`config.mk`:
```
export PLATFORM = sky130hd
export DESIGN_NAME = fd_queue
export DESIGN_NICKNAME = d
export VERILOG_FILES = /design/src/rtl/fd_queue.sv
export SDC_FILE = /design/constraint.sdc
export NUM_CORES = 1
export LEC_CHECK = 0
export CORE_MARGIN = 2
export CORE_UTILIZATION = 50
export CTS_BUF_LIST = sky130_fd_sc_hd__clkbuf_8
export DETAILED_ROUTE_END_ITERATION = 8
export PLACE_DENSITY = 0.78
export SKIP_LAST_GASP = 1
export SYNTH_ARGS = -nofsm -noshare
export SYNTH_HDL_FRONTEND = slang
export SYNTH_SLANG_ARGS = --single-unit
export TNS_END_PERCENT = 50
```
`constraint.sdc`:
```
create_clock -name clk -period 18.96 [get_ports clk]
set_input_delay 3.792 -clock clk [delete_from_list [all_inputs] [get_ports clk]]
set_output_delay 3.792 -clock clk [all_outputs]
set_load 0.05 [all_outputs]
```
`src/rtl/fd_queue.sv`:
```
// Fetch->decode instruction queue: DEPTH-entry circular buffer of {instr, PC, PC+4}
// with ISA-correct NOP bubbles when empty. Optional same-cycle bypass under FDQ_BYPASS_EN.
module fd_queue #(
  parameter  int unsigned XLEN  = 32,
  parameter  int unsigned DEPTH = 2,
  localparam int unsigned CNTW  = $clog2(DEPTH + 1)
) (
  input  logic            clk,
  input  logic            rst,
  input  logic            arm,
  input  logic            ValidF,
  input  logic [XLEN-1:0] RDF,
  input  logic [XLEN-1:0] PCF,
  input  logic [XLEN-1:0] PCPlus4F,
  output logic            ReadyF,
  output logic            ValidD,
  output logic [XLEN-1:0] InstrD,
  output logic [XLEN-1:0] PCD,
  output logic [XLEN-1:0] PCPlus4D,
  output logic [XLEN-1:0] PCPlus8D,
  input  logic            StallD,
  input  logic            FlushD,
  output logic [CNTW-1:0] CountD
);

  localparam int unsigned PTRW = $clog2(DEPTH);

  localparam logic [XLEN-1:0] ARM_NOP   = XLEN'(32'hE1A0_0000);
  localparam logic [XLEN-1:0] RISCV_NOP = XLEN'(32'h0000_0013);

  typedef struct packed {
    logic [XLEN-1:0] instr;
    logic [XLEN-1:0] pc;
    logic [XLEN-1:0] pc_plus4;
  } fd_pkt_t;

  fd_pkt_t         mem_q [DEPTH];
  logic [PTRW-1:0] wr_ptr_q, wr_ptr_d;
  logic [PTRW-1:0] rd_ptr_q, rd_ptr_d;
  logic [CNTW-1:0] count_q,  count_d;

  fd_pkt_t in_pkt_c;
  fd_pkt_t head_pkt_c;
  logic    stored_valid_c;
  logic    bypass_c;
  logic    push_c;
  logic    pop_c;
  logic    mem_wr_c;
  logic    mem_rd_c;

  assign in_pkt_c       = '{instr: RDF, pc: PCF, pc_plus4: PCPlus4F};
  assign stored_valid_c = (count_q != '0);

  // Refusal while full is deliberate: no look-ahead at a same-cycle pop.
  assign ReadyF = !rst && (count_q < CNTW'(DEPTH));

`ifdef FDQ_BYPASS_EN
  assign bypass_c = !rst && !stored_valid_c && ValidF;
`else
  assign bypass_c = 1'b0;
`endif

  assign head_pkt_c = stored_valid_c ? mem_q[rd_ptr_q] : in_pkt_c;
  assign ValidD     = stored_valid_c || bypass_c;

  assign push_c = ValidF && ReadyF;
  assign pop_c  = ValidD && !StallD;

  // A bypassed packet consumed this cycle never touches storage.
  assign mem_wr_c = push_c && !FlushD && !(bypass_c && pop_c);
  assign mem_rd_c = pop_c && !FlushD && stored_valid_c;

  // Head outputs: real packet or bubble.
  always_comb begin
    InstrD   = arm ? ARM_NOP : RISCV_NOP;
    PCD      = '0;
    PCPlus4D = '0;
    PCPlus8D = '0;
    if (ValidD) begin
      InstrD   = head_pkt_c.instr;
      PCD      = head_pkt_c.pc;
      PCPlus4D = head_pkt_c.pc_plus4;
      if (arm) begin
        PCPlus8D = head_pkt_c.pc_plus4 + XLEN'(4);
      end
    end
  end

  assign CountD = count_q;

  // Pointer and occupancy next-state; flush clears everything.
  always_comb begin
    wr_ptr_d = wr_ptr_q;
    rd_ptr_d = rd_ptr_q;
    count_d  = count_q;
    if (FlushD) begin
      wr_ptr_d = '0;
      rd_ptr_d = '0;
      count_d  = '0;
    end else begin
      if (mem_wr_c) begin
        wr_ptr_d = wr_ptr_q + PTRW'(1);
      end
      if (mem_rd_c) begin
        rd_ptr_d = rd_ptr_q + PTRW'(1);
      end
      case ({mem_wr_c, mem_rd_c})
        2'b10:   count_d = count_q + CNTW'(1);
        2'b01:   count_d = count_q - CNTW'(1);
        default: count_d = count_q;
      endcase
    end
  end

  always_ff @(posedge clk or posedge rst) begin
    if (rst) begin
      wr_ptr_q <= '0;
      rd_ptr_q <= '0;
      count_q  <= '0;
    end else begin
      wr_ptr_q <= wr_ptr_d;
      rd_ptr_q <= rd_ptr_d;
      count_q  <= count_d;
    end
  end

  // Storage needs no reset; count qualifies every read.
  always_ff @(posedge clk) begin
    if (mem_wr_c) begin
      mem_q[wr_ptr_q] <= in_pkt_c;
    end
  end

endmodule

```
# Word level (Yosys, flattened, before mapping)
# Memory sizes are Yosys's and may differ from the RTL's.
# Index checks and enable logic that the tools add are counted.
# W data, S select, Z words.
[totals]
output_inout_bits = 132
memories = 1
wordCells = 40
ff_bits = 4
ram_bits = 192
[classes]
addsub = 5
n_reduce_logical = 13
magnitude_cmp = 1
eq_ne = 2
n_mux = 15
[mem_list]
columns = ["memory", "depth", "width", "read_ports", "rd_clocked_by_memory_dff", "wr", "line", "source"]
rows = [
  ["mem_q", 2, 96, 1, 0, 1, "37", "fd_pkt_t mem_q [DEPTH];"],
]
[ops]
columns = ["operator", "count"]
rows = [
  ["$mux W32", 6],
  ["$mux W96", 1],
  ["$add A32 B3 Y32 const B", 1],
  ["$logic_and A1 B1 Y1", 6],
  ["$mux W1", 6],
  ["$reduce_bool A2 Y1", 3],
  ["$pmux W2 S2", 1],
  ["$logic_not A1 Y1", 3],
  ["$reduce_bool A3 Y1", 1],
  ["$add A1 B1 Y1 const B", 2],
  ["$add A2 B1 Y2 const B", 1],
  ["$eq A2 B1 Y1 const B", 1],
  ["$eq A2 B2 Y1 const B", 1],
  ["$lt A2 B2 Y1 const B", 1],
  ["$mux W2", 1],
  ["$sub A2 B1 Y2 const B", 1],
]

# Logic depth before layout (Yosys ltp)
# Gate-level depths: netlist of run 1.
[depth]
ltp_word = 7
mapped_depth = 13

# Worst setup path before layout of run 1
# OpenSTA, ideal clock, no wires.
[synth_timing]
kind = "input-to-reg"
startpoint = "in rst"
endpoint = "mem mem_q[1][0] in the netlist's numbering, enable pin"
n_path_buf = 0
path_stages = 3
t_arrival_ns = 11.135
path_slack_ns = 7.136
required_time_ns = 18.270
cell_sequence = "inv_1 -> nand3_1 -> nor3b_1"
[synth_via]
elab_chain_len = 6
[synth_rtl]
columns = ["item", "line", "source"]
rows = [
  ["start, declared", "9", "input logic rst,"],
  ["$logic_not A1 Y1 (no line)", "-", ""],
  ["$logic_and A1 B1 Y1", "55", "assign ReadyF = !rst && (count_q < CNTW'(DEPTH));"],
  ["$logic_and A1 B1 Y1", "66", "assign push_c = ValidF && ReadyF;"],
  ["$logic_and A1 B1 Y1", "70", "assign mem_wr_c = push_c && !FlushD && !(bypass_c && pop_c);"],
  ["$mux W1", "129", "if (mem_wr_c) begin"],
  ["$mux W1 (not written as such)", "130", "mem_q[wr_ptr_q] <= in_pkt_c;"],
  ["end, declared", "37", ""],
]
# No other way between the ends.

# Final worst setup path of run 1
[layout_timing]
startpoint = "in PCPlus4F[12]"
endpoint = "out PCPlus8D[25]"
[layout_via]
elab_chain_len = 4
[layout_rtl]
columns = ["item", "line", "source"]
rows = [
  ["start, declared", "14", "input logic [XLEN-1:0] PCPlus4F,"],
  ["$mux W96", "63", "assign head_pkt_c = stored_valid_c ? mem_q[rd_ptr_q] : in_pkt_c;"],
  ["$add A32 B3 Y32", "84", "PCPlus8D = head_pkt_c.pc_plus4 + XLEN'(4);"],
  ["$mux W32", "83", "if (arm) begin"],
  ["$mux W32", "79", "if (ValidD) begin"],
  ["end, declared", "20", "output logic [XLEN-1:0] PCPlus8D,"],
]
# No other way between the ends.

==> results.json, run 1 <==
{
  "status": "completed",
  "synth_area_sq_um": 8810,
  "num_antenna_cells": 0,
  "irDropWorstVdd_mv": 0.0480,
  "setup_viol": 0,
  "grt.overflow.total": 0,
  "antenna_found_initial": 1,
  "synth_area_leaders": "edfxtp_1 (65%), mux2i_1 (11%), nor2_1 (4.7%)",
  "drtIter0Drc": 456,
  "reg2reg_slack_ns": 16.08,
  "min_to": "wr_ptr_q",
  "synth_top_cell_area_share_pct": 65.4,
  "grt_max_degree": 93,
  "cts_tree": "yes",
  "clock_path_buffers": 2,
  "yosysSeqAreaShare_pct": 66.6,
  "hold_viol_final": 0,
  "vias_per_cell": 5.54,
  "yosysTopAreaCell": "edfxtp_1",
  "yosysWarnings": 0,
  "fin_skew_ns": 0.0173,
  "power_frac_clock_pct": 26.9,
  "utilization_pct": 67.4,
  "die_w_um": 137,
  "numCtsBuffers": 17,
  "num_rows": 48,
  "n_fill_cell": 1207,
  "firstDrtPassIters": 5,
  "syn-num-nets": 745,
  "routed_wirelength_mm": 21.5,
  "holdCritStartpoint": "wr_ptr_q",
  "synth_edf_count": 192,
  "p_seq_share_pct": 53.1,
  "yosys.cell_types.count": 51,
  "hold_path_depth": 2,
  "hold_buffers": 0,
  "crit_fanout": 8,
  "port_buffers": 233,
  "htreeDepth": 4,
  "synthCells": 642,
  "grt_pass1_vias": 6262,
  "criticalPathCategory": "in2out",
  "initial_utilization_pct": 51.1,
  "rsz0062_at_grt": "false",
  "crit_path_end_kind": "output pin",
  "reg2reg_depth": 6,
  "drc": 0,
  "period_needed_ns": 10.83,
  "layout.nets": 970,
  "synth.most_common_cell": "edfxtp_1",
  "area_growth_pct": 31.7,
  "fin_tns_setup_ns": 0,
  "slew_violations": 0,
  "arrival_ns": 7.03,
  "switching_share_pct": 29.9,
  "cp-start-kind": "primary input",
  "core_area_sq_um": 17200,
  "multi_input_comb_area_sq_um": 2670,
  "synth_seq_cells": 196,
  "power.internal_mw": 0.648,
  "synthArstFlopShare_pct": 2.04,
  "gp_congestion": 0.891,
  "ios": 234,
  "r2r-start": "CountD[1]",
  "p_per_area_nw_per_um2": 79.6,
  "max_cap_violations": 0,
  "grt_pass1_wl_mm": 33.0,
  "avgSynthCellArea_sq_um": 13.7,
  "drive_above_1_share_pct": 6.83,
  "slew_headroom_pct": 23.4,
  "dp_hpwl_mm": 14.6,
  "clk_pin_slew_ns": 0.09,
  "ys.flop_type": "edfxtp_1",
  "vias": 6118,
  "die-area_sq_um": 18700,
  "die_h_um": 137,
  "critPathRequiredTime_ns": 15.17,
  "ctsResizeCount": 0,
  "hold_path_class": "reg2reg",
  "switching_power_mw": 0.276,
  "p_leak_nw": 3.74,
  "r2r-end": "mem_q[1][57]",
  "combPwrFrac_pct": 20.1,
  "worst_slew_pin_slew_ns": 1.15,
  "fmax_mhz": 92.4,
  "clock_sinks": 196,
  "cts_root_buffer": "clkbuf_8",
  "track_usage_pct": 23.3,
  "postCtsSetupBuffers": 0,
  "synthTopCellsByCount": "edfxtp_1 (192), nor2_1 (111), mux2i_1 (97), nor3_1 (34), a21oi_1 (31)",
  "insertion_delay_ns": 0.46,
  "detail_route.wl_per_cell_um": 19.4,
  "final_antenna_net_count": 0,
  "regArea_sq_um": 5870,
  "min_period_over_period_pct": 57.1
}
-- placed cells by master (no fill, tap or decap), types with 10 or more instances in the layout --
master / synthesis / routed
nor2_1: 111 / 111
clkbuf_8: 3 / 17
nand2_1: 13 / 13
a21o_1: 16 / 16
o21ai_0: 12 / 12
clkdlybuf4s50_1: 0 / 233
edfxtp_1: 192 / 192
nor3_1: 34 / 33
nand3_1: 10 / 10
buf_4: 2 / 10
mux2i_1: 97 / 97
nand4_1: 13 / 13
a21oi_1: 31 / 31
-- per-stage QoR --
stage | total power [mW] | hold WS, ns | setup slack [ns] | instances | area (sq um)
6_report | 0.924 | 0.610 | 8.13 | 1104 | 11600
3_5_place_dp | 0.685 | 0.577 | 8.15 | 1073 | 11300
3_3_place_gp | 0.682 | 0.553 | 8.22 | 1073 | 11300
5_1_grt | 0.953 | 0.644 | 7.95 | 1104 | 11600
4_1_cts | 0.928 | 0.610 | 8.16 | 1104 | 11600
2_1_floorplan | 0.619 | 0.519 | 7.14 | 642 | 8810
-- registers in the layout (all words and copies together), names as in the netlist --
name	cells
mem_q	192
CountD	2
rd_ptr_q	1
wr_ptr_q	1
-- layer usage --
metal  GRT usage (%)  vias up  part of all wire [%]
li1                -     2846                     -
met1            29.1     2966                    40
met2            39.2      272                    50
met3            6.67       32                   8.6
met4            7.52        2                   1.8
met5               0        -                 0.061
-- final cells by class --
type                       instances  share of cell area (%)
sequential                       196                    50.6
multi-input combinational        402                    23.0
tap                              225                    2.42
clock inverter                    14                    1.07
timing repair buffer             243                    20.7
clock buffer                      17                    2.02
inverter                           7                   0.226
-- cell families (layout without fill, tap and decap cells) --
logic type               Yosys count  count (layout)  synth area share (%)
AO/OA/AOI/OAI                     78              78                  5.61
XOR/XNOR                          13              13                  1.29
adder cells (fa/ha/maj)            1               1                 0.142
buffers and inverters             44             281                  3.29
flip-flops                       196             196                  66.6
multiplexers                      97              97                  11.0
AND/OR/NAND/NOR                  213             213                  12.1
-- worst max-delay path, cell delays in order --
cell and delay [ns]:
clkdlybuf4s50_1 0.52, nor3_1 0.07, a21o_1 0.26, nor4_4 0.52, nand4_1 0.37, or3_1 0.44
a21oi_1 0.22, clkdlybuf4s50_1 0.85
-- how the worst max path moves through the flow --
stage / startpoint / endpoint / slack [ns] / depth (start not counted)
2_1_floorplan: rst / mem_q[1][0] / 7.14 / 3
3_3_place_gp: PCPlus4F[2] / PCPlus8D[20] / 8.22 / 11
3_5_place_dp: PCPlus4F[2] / PCPlus8D[20] / 8.15 / 11
4_1_cts: PCPlus4F[2] / PCPlus8D[20] / 8.16 / 11
5_1_grt: PCPlus4F[12] / PCPlus8D[25] / 7.95 / 8
6_report: PCPlus4F[12] / PCPlus8D[25] / 8.13 / 8
-- power by group through the flow --
stage                     Sequential, mW  Combinational, mW  Clock [mW]
after floorplan                    0.501              0.118           0
after global placement             0.500              0.182           0
after detailed placement           0.500              0.185           0
after CTS                          0.491              0.186       0.251
after global routing               0.492              0.196       0.266
final                              0.490              0.186       0.248
Power figures use the tool's default switching activity.
==> inputs of run 2 (changes only) <==
clock period = 10.85 ns   (was 18.96 ns; I/O delays follow)
==> run 2 against run 1 <==
Net effect:
- clock skew is 0.0030 ns lower
- sequential power grew 76%
- register-to-register slack got worse by 8.1 ns
- non-clock buffer count did not move
- first-iteration DRC count fell by 0.22%
- power up 77%
- global-route usage increased by 0.32 points
- flip-flop and latch count did not move
- worst hold slack improved by 0.0059 ns
- largest power group unchanged
- highest routed layer is now met4
==> results.json, run 2 (same netlist as run 1, synthesis figures left out) <==
{
  "largest_reg_flops": 192,
  "gp_congestion": 0.888,
  "htreeDepth": 4,
  "switching_power_mw": 0.482,
  "dp_hpwl_mm": 14.9,
  "final_area_sq_um": 11600,
  "critPathRequiredTime_ns": 8.68,
  "die_w_um": 137,
  "status": "completed",
  "arrival_ns": 5.51,
  "combPwrFrac_pct": 19.7,
  "slew_headroom_pct": 29.6,
  "top_register": "mem_q",
  "hold_viol_final": 0,
  "critPathBufInv": 4,
  "drtIter0Drc": 455,
  "slew_violations": 0,
  "path_delay_family": "buffers and inverters",
  "hold_path_class": "reg2reg",
  "insertion_delay_ns": 0.46,
  "layout_commonest_cell": "clkdlybuf4s50_1",
  "fmax_mhz": 130,
  "clk_pin_slew_ns": 0.09,
  "wl_met2_mm": 10.9,
  "detail_route.wl_per_cell_um": 19.8,
  "top_layer": "met4",
  "ios": 234,
  "drc": 0,
  "placed_area_sq_um": 11300,
  "fin_tns_setup_ns": 0,
  "final_antenna_net_count": 0,
  "core_area_sq_um": 17200,
  "layout_common_cells": "clkdlybuf4s50_1 (233), edfxtp_1 (192), nor2_1 (111)",
  "rsz0062_at_grt": "false",
  "die_h_um": 137,
  "firstDrtPassIters": 5,
  "fin_skew_ns": 0.0143,
  "p_seq_share_pct": 52.5,
  "ctsResizeCount": 0,
  "hold_buffers": 0,
  "drive_above_1_share_pct": 6.83,
  "antenna_found_initial": 0,
  "layout.nets": 970,
  "cts_tree": "yes",
  "area_growth_pct": 32.0,
  "route.met3.wl_mm": 1.95,
  "initial_utilization_pct": 51.1,
  "criticalPathCategory": "in2out",
  "p_leak_nw": 3.75,
  "period_needed_ns": 7.68,
  "die-area_sq_um": 18700,
  "p_per_area_nw_per_um2": 141,
  "switching_share_pct": 29.4,
  "power.internal_mw": 1.16,
  "grt_max_degree": 93,
  "crit_path_max_incr_delay_ns": 0.84,
  "routed_wirelength_mm": 21.9,
  "max_cap_violations": 0,
  "irDropWorstVdd_mv": 0.0847,
  "power_frac_clock_pct": 27.8,
  "cts_root_buffer": "clkbuf_8",
  "crit_path_end_kind": "output pin",
  "track_usage_pct": 23.6,
  "cpMostUsedCell": "nor3_1",
  "vias_per_cell": 5.63,
  "grt_pass1_wl_mm": 33.6,
  "num_rows": 48,
  "p_total_mw": 1.64,
  "vias": 6210,
  "num_antenna_cells": 0,
  "setup_viol": 0,
  "grt.overflow.total": 0,
  "clock_path_buffers": 2,
  "grt_pass1_vias": 6441,
  "min_period_over_period_pct": 70.8,
  "crit_fanout": 4,
  "cp-start-kind": "primary input",
  "crit_slowest_cell": "clkdlybuf4s50_1",
  "port_buffers": 233,
  "numCtsBuffers": 17,
  "wl_met1_mm": 8.56,
  "clock_sinks": 196,
  "worst_slew_pin_slew_ns": 1.06,
  "crit_chain": "clkdlybuf4s50_1 > nor3_1 > a21o_1 > inv_1 > ha_1 > inv_1 > nor3_1 > nand4_1 > o31a_1 > nor3_1 > clkdlybuf4s50_1",
  "postCtsSetupBuffers": 0
}
## run 2: cell count changes in the layout (fill, tap and decap cells not counted), sizes merged
cell	delta
clkinvlp	-1
bufinv	+1
## run 2: path summary, 6_finish.rpt
check,from,endpoint,slack [ns],cells after the start
setup / recovery,PCPlus4F[3],PCPlus8D[30],3.17,11
hold / removal,wr_ptr_q,wr_ptr_q,0.62,2
setup reg to reg,CountD[1],mem_q[1][61],7.97,6
hold reg to reg,wr_ptr_q,wr_ptr_q,0.62,2
max in group asynchronous,rst,rd_ptr_q,8.63,2
min in group asynchronous,rst,wr_ptr_q,2.02,2
## run 2: worst reg2reg max path, stage by stage (launching register included)
cell     delay (ns)
dfrtp_1        0.44
buf_4          0.27
inv_1          0.11
nand3_1        0.21
nor3b_2        0.22
buf_4          0.47
buf_4          0.75
## run 2: per-stage QoR
step | worst slack, ns | util, % | hold slack (ns) | std cells
5_1_grt | 3.03 | 67.5 | 0.663 | 1104
4_1_cts | 3.28 | 67.5 | 0.620 | 1104
3_3_place_gp | 3.36 | 65.3 | 0.551 | 1073
6_report | 3.17 | 67.5 | 0.616 | 1104
3_5_place_dp | 3.28 | 65.3 | 0.594 | 1073
2_1_floorplan | 0.648 | - | 0.519 | 642
## run 2: final cells by class
| cell class | instances | area (sq um) |
|---|---|---|
| inverters | 7 | 26.3 |
| clock buffers | 17 | 234 |
| multi-input cells | 402 | 2670 |
| repair buffers | 243 | 2410 |
| well taps | 225 | 282 |
| flip-flops and latches | 196 | 5870 |
| fillers | 1227 | 5610 |
| clock inverters | 14 | 144 |
## run 2: layer usage
metal  track usage, %  vias to the layer above
met5                0                        -
met4             8.45                        0
met3             6.70                       37
met2             40.1                      317
met1             28.9                     3004
li1                 -                     2852
## run 2: power by group through the flow
stage | combinational, mW | clock (mW) | sequential, mW
after floorplan | 0.206 | 0 | 0.875
after global placement | 0.316 | 0 | 0.876
after detailed placement | 0.321 | 0 | 0.877
after CTS | 0.323 | 0.462 | 0.860
after global routing | 0.339 | 0.490 | 0.862
final | 0.323 | 0.456 | 0.860
==> inputs of run 3 (changes only) <==
CORE_UTILIZATION = 46   (was 50)
PLACE_DENSITY = 0.75   (was 0.78)
clock period = 6.4 ns   (was 10.85 ns; I/O delays follow)
==> run 3 against run 2 <==
Net effect:
- die area increased by 8.4%
- first-iteration DRC count decreased by 35%
- worst hold slack got worse by 0.023 ns
- sequential power increased by 69%
- routed wire length decreased by 1.8%
- core utilization decreased by 3.9 points
- final cell count increased by 1.3%
- sequential share of layout area decreased by 1.2 points
- cell area increased by 2.5%
- clock skew decreased by 0.0018 ns
- critical path type is now reg2out
- largest cell class unchanged
- largest power group unchanged
==> results.json, run 3 (same netlist as run 1, synthesis figures left out) <==
{
  "crit_path_end_kind": "output pin",
  "antenna_found_initial": 0,
  "final_antenna_net_count": 0,
  "hold_viol_final": 0,
  "period_needed_ns": 5.31,
  "p_leak_nw": 3.91,
  "die-area_sq_um": 20300,
  "min_period_over_period_pct": 82.9,
  "htreeDepth": 4,
  "min_to": "wr_ptr_q",
  "power_frac_clock_pct": 27.8,
  "n_fill_cell": 1454,
  "clock_path_buffers": 2,
  "status": "completed",
  "whs_ns": 0.593,
  "top_register": "mem_q",
  "critPathRequiredTime_ns": 5.12,
  "fmax_mhz": 188,
  "hold_buffers": 0,
  "die_h_um": 142,
  "hold_path_class": "reg2reg",
  "rsz0062_at_grt": "false",
  "ios": 234,
  "numCtsBuffers": 17,
  "slew_headroom_pct": 32.9,
  "layout_commonest_cell": "clkdlybuf4s50_1",
  "insertion_delay_ns": 0.47,
  "setup_viol": 0,
  "layout_common_cells": "clkdlybuf4s50_1 (210), edfxtp_1 (192), nor2_1 (111)",
  "clock_sinks": 196,
  "hold_path_depth": 2,
  "switching_share_pct": 30.3,
  "combPwrFrac_pct": 20.1,
  "cts_tree": "yes",
  "grt_pass1_wl_mm": 32.8,
  "arrival_ns": 4.03,
  "drive_above_1_share_pct": 9.95,
  "p_seq_share_pct": 52.1,
  "r2r-start": "CountD[1]",
  "path_delay_family": "simple AND/OR/NAND/NOR gates",
  "crit_chain": "mux2i_1 > or4_4 > a2111oi_0 > nand4_1 > or3_1 > a21oi_1 > buf_12",
  "slew_violations": 0,
  "num_antenna_cells": 0,
  "max_cap_violations": 0,
  "power.internal_mw": 1.94,
  "cp-start-kind": "flop",
  "initial_utilization_pct": 47.0,
  "gp_congestion": 0.830,
  "worst_slew_pin_slew_ns": 1.01,
  "p_per_area_nw_per_um2": 234,
  "num_rows": 50,
  "criticalPathCategory": "reg2out",
  "irDropWorstVdd_mv": 0.156,
  "holdCritStartpoint": "wr_ptr_q",
  "reg2reg_slack_ns": 3.65,
  "routed_wirelength_mm": 21.5,
  "vias": 5986,
  "r2r-end": "mem_q[1][88]",
  "switching_power_mw": 0.845,
  "firstDrtPassIters": 5,
  "postCtsSetupBuffers": 0,
  "ctsResizeCount": 0,
  "grt_pass1_vias": 6079,
  "reg2reg_depth": 5,
  "drc": 0,
  "track_usage_pct": 21.4,
  "grt.overflow.total": 0,
  "critPathBufInv": 1,
  "grt_max_degree": 82,
  "core_area_sq_um": 18800,
  "clk_pin_slew_ns": 0.10,
  "layout.nets": 974,
  "crit_slowest_cell": "dfrtp_4",
  "crit_fanout": 38,
  "dp_hpwl_mm": 14.6,
  "area_growth_pct": 35.3,
  "fin_skew_ns": 0.0124,
  "die_w_um": 142,
  "largest_reg_flops": 192,
  "port_buffers": 233,
  "drtIter0Drc": 295,
  "detail_route.wl_per_cell_um": 19.2,
  "crit_path_max_incr_delay_ns": 0.93,
  "cts_root_buffer": "clkbuf_8",
  "vias_per_cell": 5.35,
  "fin_tns_setup_ns": 0
}
==> run 3: how the worst max path moves through the flow <==
stage	start	end	slack (ns)	cells past startpoint
after global placement	PCPlus4F[3]	PCPlus8D[30]	1.17	11
final	rd_ptr_q	PCPlus8D[26]	1.09	7
after detailed placement	PCPlus4F[3]	PCPlus8D[30]	1.15	11
after floorplan	rst	mem_q[0][0]	-2.42	3
after global routing	CountD[1]	PCPlus8D[30]	0.81	12
after CTS	rd_ptr_q	PCPlus8D[26]	1.03	7
==> run 3: final cells by class <==
type                    count  area (sq um)  area share, %
clock inverters            15           160           1.34
inverters                   7          26.3          0.220
multi-input cells         402          2670           22.4
clock buffers              17           234           1.96
flip-flops and latches    196          5870           49.2
repair buffers            247          2670           22.4
well taps                 234           293           2.46
==> run 3: metrics by stage <==
step	cell area [sq um]	total power, mW	cells	util [%]	setup WS [ns]
floorplan	8820	1.83	642	-	-2.42
global placement	11500	2.04	1086	61.4	1.17
detailed placement	11500	2.05	1086	61.4	1.15
CTS	11900	2.81	1118	63.5	1.03
global route	11900	2.89	1118	63.5	0.809
finish	11900	2.79	1118	63.5	1.09
==> run 3: metal layers <==
layer  vias up  global-route usage, %  share of wire (%)
met2       226                   35.2                 48
met1      2867                   26.1                 41
met3        29                   7.84                9.1
met5         -                      0                  0
li1       2864                      -                  -
met4         0                   7.24                2.1
==> run 3: worst min-delay path, stage by stage (launching register included) <==
cell	delay, ns
dfrtp_1	0.41
xor2_1	0.08
nor2_1	0.07
==> run 3: power groups by stage <==
stage,clock network [mW],registers (mW),logic (mW)
detailed placement,0,1.48,0.562
floorplan,0,1.48,0.350
global route,0.844,1.46,0.594
finish,0.775,1.45,0.562
global placement,0,1.48,0.558
CTS,0.792,1.45,0.564
